File: config.mk
export PLATFORM = sky130hd
export DESIGN_NAME = calendar_controller
export DESIGN_NICKNAME = d
export VERILOG_FILES = /design/src/rtl/calendar_controller.sv
export SDC_FILE = /design/constraint.sdc
export NUM_CORES = 1
export LEC_CHECK = 0
export BUFFER_PORTS_ARGS = -buffer_cell sky130_fd_sc_hd__clkbuf_2
export CAP_MARGIN = 40
export CORE_AREA = 2 2 72 74
export CTS_CLUSTER_SIZE = 10
export DETAILED_ROUTE_END_ITERATION = 10
export DIE_AREA = 0 0 74 76
export PLACE_DENSITY = 0.85
export SYNTH_ARGS = -nofsm -noshare
export SYNTH_HDL_FRONTEND = slang
export SYNTH_SLANG_ARGS = --single-unit
File: constraint.sdc
create_clock -name clk -period 10.52 [get_ports clk]
set_input_delay 1.052 -clock clk [delete_from_list [all_inputs] [get_ports clk]]
set_output_delay 1.052 -clock clk [all_outputs]
set_load 0.01 [all_outputs]
File: src/rtl/calendar_controller.sv
// Day/month calendar sequencer for the century clock, with button-driven set mode.
// Sole source of the year-advance pulse cy1 and the blink strobe for the display.
module calendar_controller #(
   parameter int BLINK_DIV = 25000000
) (
   input  logic       clk,
   input  logic       reset,
   input  logic       day_tick,
   input  logic       leap_year,
   input  logic       btn_mode,
   input  logic       btn_inc,
   output logic [3:0] day_unit,
   output logic [3:0] day_ten,
   output logic [3:0] mon_unit,
   output logic [3:0] mon_ten,
   output logic       cy1,
   output logic [1:0] mode,
   output logic       blink
);

   localparam int CW = (BLINK_DIV > 2) ? $clog2(BLINK_DIV) : 1;
   localparam logic [CW-1:0] CNT_LAST = CW'(BLINK_DIV - 1);

   typedef enum logic [1:0] {RUN = 2'd0, SET_DAY = 2'd1, SET_MONTH = 2'd2, SET_YEAR = 2'd3} modeE;

   modeE          mode_q, mode_d;
   logic [3:0]    dayUnit_q, dayTen_q, monUnit_q, monTen_q;
   logic [7:0]    dayBcd_d, monBcd_d;
   logic          cy1_q, cy1_d;
   logic          blink_q, blink_d;
   logic [CW-1:0] cnt_q, cnt_d;

   logic [4:0]    dayBin, dayN, curLen, newLen;
   logic [3:0]    monBin, monN;

   function automatic logic [4:0] monthLen(input logic [3:0] m, input logic leap);
      case (m)
         4'd2:                       monthLen = leap ? 5'd29 : 5'd28;
         4'd4, 4'd6, 4'd9, 4'd11:    monthLen = 5'd30;
         default:                    monthLen = 5'd31;
      endcase
   endfunction

   function automatic logic [7:0] toBcd(input logic [4:0] v);
      logic [3:0] t;
      logic [4:0] u;
      if (v >= 5'd30)      t = 4'd3;
      else if (v >= 5'd20) t = 4'd2;
      else if (v >= 5'd10) t = 4'd1;
      else                 t = 4'd0;
      u = v - 5'(t) * 5'd10;
      toBcd = {t, u[3:0]};
   endfunction

   // Work in binary for the date arithmetic, then re-split into BCD digits for storage.
   always_comb begin
      dayBin  = 5'(dayTen_q) * 5'd10 + 5'(dayUnit_q);
      monBin  = ((monTen_q != 4'd0) ? 4'd10 : 4'd0) + monUnit_q;
      curLen  = monthLen(monBin, leap_year);
      dayN    = dayBin;
      monN    = monBin;
      newLen  = curLen;
      mode_d  = mode_q;
      cy1_d   = 1'b0;
      blink_d = blink_q;
      cnt_d   = cnt_q;

      if (mode_q == RUN && day_tick) begin
         if (dayBin < curLen) begin
            dayN = dayBin + 5'd1;
         end else begin
            dayN = 5'd1;
            if (monBin < 4'd12) begin
               monN = monBin + 4'd1;
            end else begin
               monN  = 4'd1;
               cy1_d = 1'b1;
            end
         end
      end

      // A mode step always beats a simultaneous increment.
      if (btn_mode) begin
         case (mode_q)
            RUN:       mode_d = SET_DAY;
            SET_DAY:   mode_d = SET_MONTH;
            SET_MONTH: mode_d = SET_YEAR;
            default: begin
               mode_d = RUN;
               if (dayBin > curLen) dayN = curLen;
            end
         endcase
      end else if (btn_inc) begin
         case (mode_q)
            SET_DAY:   dayN = (dayBin >= curLen) ? 5'd1 : dayBin + 5'd1;
            SET_MONTH: begin
               monN   = (monBin >= 4'd12) ? 4'd1 : monBin + 4'd1;
               newLen = monthLen(monN, leap_year);
               if (dayBin > newLen) dayN = newLen;
            end
            SET_YEAR:  cy1_d = ~cy1_q;
            default:   ;
         endcase
      end

      if (btn_mode || mode_q == RUN) begin
         cnt_d   = '0;
         blink_d = 1'b0;
      end else if (cnt_q == CNT_LAST) begin
         cnt_d   = '0;
         blink_d = ~blink_q;
      end else begin
         cnt_d = cnt_q + 1'b1;
      end

      dayBcd_d = toBcd(dayN);
      monBcd_d = toBcd(5'(monN));
   end

   always_ff @(posedge clk) begin
      if (reset) begin
         mode_q    <= RUN;
         dayTen_q  <= 4'd0;
         dayUnit_q <= 4'd1;
         monTen_q  <= 4'd0;
         monUnit_q <= 4'd1;
         cy1_q     <= 1'b0;
         blink_q   <= 1'b0;
         cnt_q     <= '0;
      end else begin
         mode_q    <= mode_d;
         dayTen_q  <= dayBcd_d[7:4];
         dayUnit_q <= dayBcd_d[3:0];
         monTen_q  <= monBcd_d[7:4];
         monUnit_q <= monBcd_d[3:0];
         cy1_q     <= cy1_d;
         blink_q   <= blink_d;
         cnt_q     <= cnt_d;
      end
   end

   assign day_unit = dayUnit_q;
   assign day_ten  = dayTen_q;
   assign mon_unit = monUnit_q;
   assign mon_ten  = monTen_q;
   assign cy1      = cy1_q;
   assign mode     = mode_q;
   assign blink    = blink_q;

endmodule

======== Word level (Yosys, flattened, before mapping) ========
Cells that the tools add are included.
word-level totals
  register bits ........................... 45
  output and inout port bits .............. 20
cells by class
  add/sub/neg operators ................... 7
  $mul .................................... 3
  magnitude comparators ................... 12
  eq/ne operators ......................... 14
  muxes and demuxes ....................... 36
  bitwise logic cells ..................... 2
  reductions and logical operators ........ 9
operators with widths
  cell                                                                    count
  5-bit two-way mux                                                       11
  4-bit two-way mux                                                       8
  25-bit by 1-bit adder with 25-bit output (second input constant)        1
  25-bit == test (second input constant)                                  1
  4-bit by 3-bit == test with 1-bit output (second input constant)        4
  4-bit == test (second input constant)                                   4
  4-bit by 5-bit >= comparator with 1-bit output (second input constant)  2
  5-bit >= comparator (second input constant)                             2
  5-bit greater-than comparator                                           2
  5-bit one-hot mux with 2 select lines                                   1
  1-bit two-way mux                                                       9
  4-bit by 2-bit == test with 1-bit output (second input constant)        2
  4-bit >= comparator (second input constant)                             2
  2-bit two-way mux                                                       4
  2-bit one-hot mux with 2 select lines                                   2
  4-bit OR reduction                                                      2
  4-bit subtractor                                                        2
  2-bit by 3-bit multiplier with 3-bit output (second input constant)     2
  2-bit one-hot mux with 3 select lines                                   1
  3-bit OR reduction                                                      2
  5-bit by 1-bit adder with 5-bit output (second input constant)          1
  5-bit by 4-bit adder with 5-bit output                                  1
  5-bit by 4-bit >= comparator with 1-bit output (second input constant)  1
  5-bit >= comparator                                                     1
  other kinds (13)                                                        15

======== Logic depth before layout (Yosys ltp) ========
  depth in word-level cells ............... 22
  gate-level depth with buffers ........... 20
  depth with buffers taken out ............ 20

======== Worst setup path before layout ========
No wires, ideal clock.
  path kind ............................... reg2reg
  start point ............................. register monTen_q[0] (netlist: mon_ten[0])
  end point ............................... register dayUnit_q[3] (netlist: day_unit[3])
  library setup time ...................... 0.121 ns
  data arrival time ....................... 4.283 ns
  data required time ...................... 10.399 ns
  setup slack ............................. 6.115 ns
  stages on the path, launching flop included .. 19
  buffers on the path ..................... 0
  clock period less this slack ............ 4.405 ns
  path through ............................ dfxtp_1 > ha_1 > ha_1 > xnor2_1 > xnor2_1 > nor3_1 > ha_1 > nor2b_1 > o21ai_0 > or4_1 > a311o_1 > a22oi_2 > nand2_1 > mux2i_1 > ha_1 > inv_1 > fa_1 > nor2b_1 > mux2_4
on the way
  longest elaborated chain between the ends .. 22
ends and longest elaborated chain
  element                                                                               RTL line  source
  from (decl)                                                                           27        logic [3:0] dayUnit_q, dayTen_q, monUnit_q, monTen_q;
  from (signal assigned)                                                                134       monTen_q <= monBcd_d[7:4];
  4-bit nonzero test (*)                                                                58        monBin = ((monTen_q != 4'd0) ? 4'd10 : 4'd0) + monUnit_q;
  4-bit two-way mux (*)                                                                 58
  4-bit adder (*)                                                                       58
  4-bit by 1-bit adder with 4-bit output / 4-bit >= comparator (equally long branches)  97        monN = (monBin >= 4'd12) ? 4'd1 : monBin + 4'd1;
  4-bit two-way mux                                                                     97
  4-bit by 3-bit == test with 1-bit output / 4-bit == test (equally long branches)      37        case (m)
  4-bit OR reduction                                                                    37
  2-bit one-hot mux with 2 select lines                                                 37
  [... 7 more ...]                                                                      -
  5-bit two-way mux (*)                                                                 83        if (btn_mode) begin
  5-bit by 4-bit >= comparator with 1-bit output                                        49        else if (v >= 5'd10) t = 4'd1;
  1-bit two-way mux                                                                     49
  2-bit two-way mux                                                                     48        else if (v >= 5'd20) t = 4'd2;
  2-bit two-way mux (*)                                                                 47        if (v >= 5'd30) t = 4'd3;
  net dayBcd_d[4]                                                                       28        logic [7:0] dayBcd_d, monBcd_d;
  2-bit by 3-bit multiplier with 3-bit output (*)                                       51        u = v - 5'(t) * 5'd10;
  4-bit subtractor (*)                                                                  51
  to (signal assigned)                                                                  133       dayUnit_q <= dayBcd_d[3:0];
  to (decl)                                                                             27
The timed path passes the listed nets; every way through them passes the cells marked *. The select of a mux whose other input is x is not followed.
A chain may end at the register's enable or synchronous reset.

======== Worst setup path after layout ========
Ends and elaborated chain as after synthesis.

==> metrics.yaml <==
setup_path:
  cp-start-kind: "flip-flop"
  path_max_fanout: 6
  worstSetupPathType: "flip-flop to flip-flop"
  worst_ep_arrival_time_ps: 5160
  cp_data_required_time_ps: 10710
  setup.worst_path.end_class: "flip-flop"
grt:
  use_met2: 0.3723
  grtUsageMet3: 0.04233
  busiest_layer: "met2"
  grt_overflow: 0
  grt_pass1_vias: 2363
  antenna_found_initial: 0
  grt_max_degree: 26
  grt_pass1_wl_mm: 10.29
  gr-usage-met1: 0.2908
  grtUsageTotal: 0.2270
sta:
  worstMarginPinSlew_ps: 1014
  fin_worst_skew_ps: 5.848
  rsz0062_at_grt: "no"
  fin_crit_sh: 0.4721
  finalSetupViolCount: 0
  slew_headroom: 0.3240
  min_period_ps: 4967
  fmax_mhz: 201.3
  timing.final.ws_setup_ps: 5553
  slew_violations: 0
  finalHoldViolCount: 0
  setup_tns_ps: 0
clock_network:
  postCtsSetupBuffers: 0
  cts_buffers: 5
  clk_pin_slew_ps: 80
  cts.sink_count: 40
  clk_latency_ps: 290
  cts.htree.levels: 2
  root_buffer: "clkbuf_8"
  clock_path_buffers: 2
  cts_hold_buf: 0
  cts_resized: 0
  cts_tree: "yes"
placement:
  gp_congestion: 0.9509
  place_ws_ps: 5653
  dp_hpwl_mm: 4.583
  portBuffers: 20
  dpl-instance-area_sq_um: 2972
synthesis:
  synth_seq_cells: 40
  yosys_warnings: 0
  ys_top_cells_by_area: "dfxtp_1 (28%), ha_1 (10%), nor2_1 (7.2%), xor2_1 (4.9%), xnor2_1 (4.3%)"
  synth_top_area_cell: "dfxtp_1"
  synthDistinctLibCells: 67
  synth_most_common_cell: "nor2_1"
  synth.top_cell.area_share: 0.2812
  syn_area_sq_um: 2848
  netlist_instances: 350
  synth_edf_count: 0
  synth_commonest_cells: "nor2_1 (55), dfxtp_1 (40), nand2_1 (28)"
  async_flop_share: 0
  synth-main-ff-cell: "dfxtp_1"
  ys_seq_area_frac: 0.2812
  synth.avg_cell_area_sq_um: 8.136
pwr:
  peakVddDrop_uv: 85.11
  cellLeakagePower_uw: 0.001164
  p_per_area_nw_per_um2: 173.3
layout:
  postLayoutCellArea_sq_um: 3064
  layout-drive-gt1-share: 0.1199
  nets: 397
  area_growth_pct: 7.601
  antenna_cells: 0
detailed_routing:
  vias_per_cell: 5.886
  vias: 2572
  drc: 0
  ant_nets: 0
  finalWirelength_mm: 6.189
  first_pass_iters: 6
  routedWlPerCell_um: 14.16
  first_iter_violations: 245
floorplan:
  design.die.area_sq_um: 5624
  start_util: 0.5797
  design.core.area_sq_um: 4912
  die-width_um: 74
  ios: 26
  core.rowCount: 26
  fp.dieH_um: 76
hold_path:
  min_path_type: "flip-flop to flip-flop"
status:
  status: "complete, no violations"
job:
  drv_cap: 0
## power by group
| group | switching [uW] | internal, uW | total (uW) |
|---|---|---|---|
| registers | 8.97 | 160 | 169 |
| logic | 152 | 105 | 257 |
| clock network | 52.4 | 52.3 | 105 |
| total | 213 | 318 | 531 |
## cell families (layout without fill, tap and decap cells)
| logic type | after synthesis | count (layout) | synth area share |
|---|---|---|---|
| xor+xnor | 32 | 32 | 0.1059 |
| compound gates | 60 | 60 | 0.1507 |
| mux | 5 | 5 | 0.01977 |
| flops | 40 | 40 | 0.2812 |
| fa+ha+maj | 27 | 27 | 0.1226 |
| other cells | 1 | 5 | 0.001317 |
| simple gates | 156 | 156 | 0.2724 |
| buf+inv | 29 | 42 | 0.04613 |
## through the flow
stage	std cells	utilization	power (uW)	hold WS, ps
2_1_floorplan	354	-	368.7	417.6
3_3_place_gp	429	0.6049	415.6	428.6
3_5_place_dp	429	0.6049	424.0	443.7
4_1_cts	437	0.6238	531.2	456.2
5_1_grt	437	0.6238	574.3	505.3
6_report	437	0.6238	531.0	449.8
## worst max-delay path, cell delays in order, from the launching register on
cell     delay (ps)
dfxtp_1         360
ha_1            200
ha_1            210
xnor2_1         150
xnor2_1         470
nor3_1          150
ha_1            340
nor2b_1         300
o21ai_0         190
or4_1           600
a311o_1         360
a22oi_2         270
nand2_1          80
mux2i_1         180
ha_1            170
inv_1            50
fa_1            380
nor2b_1         140
mux2_4          260
## routing by layer
metal,wire length (um),part of all wire,vias to the layer above
met3,349,0.056,28
met5,0,0,-
met4,140,0.023,0
met1,2740,0.44,1167
met2,2957,0.48,112
li1,-,-,1265
## layout make-up
| type | count | area (sq um) |
|---|---|---|
| Clock buffer | 6 | 82.58 |
| Clock inverter | 2 | 10.01 |
| Fill cell | 439 | 1848 |
| Inverter | 14 | 52.55 |
| Multi-Input combinational cell | 285 | 1931 |
| Sequential cell | 40 | 800.8 |
| Tap cell | 70 | 87.58 |
| Timing Repair Buffer | 20 | 100.1 |
## registers in the layout, indices dropped and copies added (netlist names)
register	cells
cy1	1
mon_ten	1
day_ten	2
cnt_q	25
mode	2
day_unit	4
mon_unit	4
blink	1
## layout by cell type (no fill, tap or decap), types with 2 or more instances in the layout
cell type / netlist / routed
clkbuf_8: 0 / 6
clkbuf_2: 0 / 20
xor2_1: 16 / 16
or3_1: 2 / 2
a211oi_1: 3 / 3
ha_1: 23 / 23
and2_1: 2 / 2
dfxtp_1: 40 / 40
inv_1: 14 / 14
nand2b_1: 3 / 3
o2111ai_1: 2 / 2
or2_2: 2 / 2
mux2i_1: 3 / 3
o22ai_1: 3 / 3
nand2_1: 28 / 28
nand4_1: 8 / 8
xnor2_1: 14 / 14
o21ai_0: 10 / 10
fa_1: 2 / 2
o21a_1: 4 / 4
nor3_1: 5 / 5
and3_1: 5 / 5
nor2b_1: 9 / 9
a31oi_1: 3 / 3
o2111a_1: 2 / 2
nor4_1: 5 / 5
nor2_1: 55 / 55
nand3_1: 19 / 19
conb_1: 1 / 5
clkinv_2: 0 / 2
or4_1: 3 / 3
a21oi_1: 14 / 14
## path summary, 6_finish.rpt
check / start / to / slack [ps] / depth (start not counted)
setup / recovery: mon_ten[0] / day_unit[3] / 5550 / 18
hold / removal: cnt_q[0] / cnt_q[0] / 450 / 1
setup reg to reg: mon_ten[0] / day_unit[3] / 5550 / 18
hold reg to reg: cnt_q[0] / cnt_q[0] / 450 / 1
Note: power is estimated with default switching activity, not from simulation.
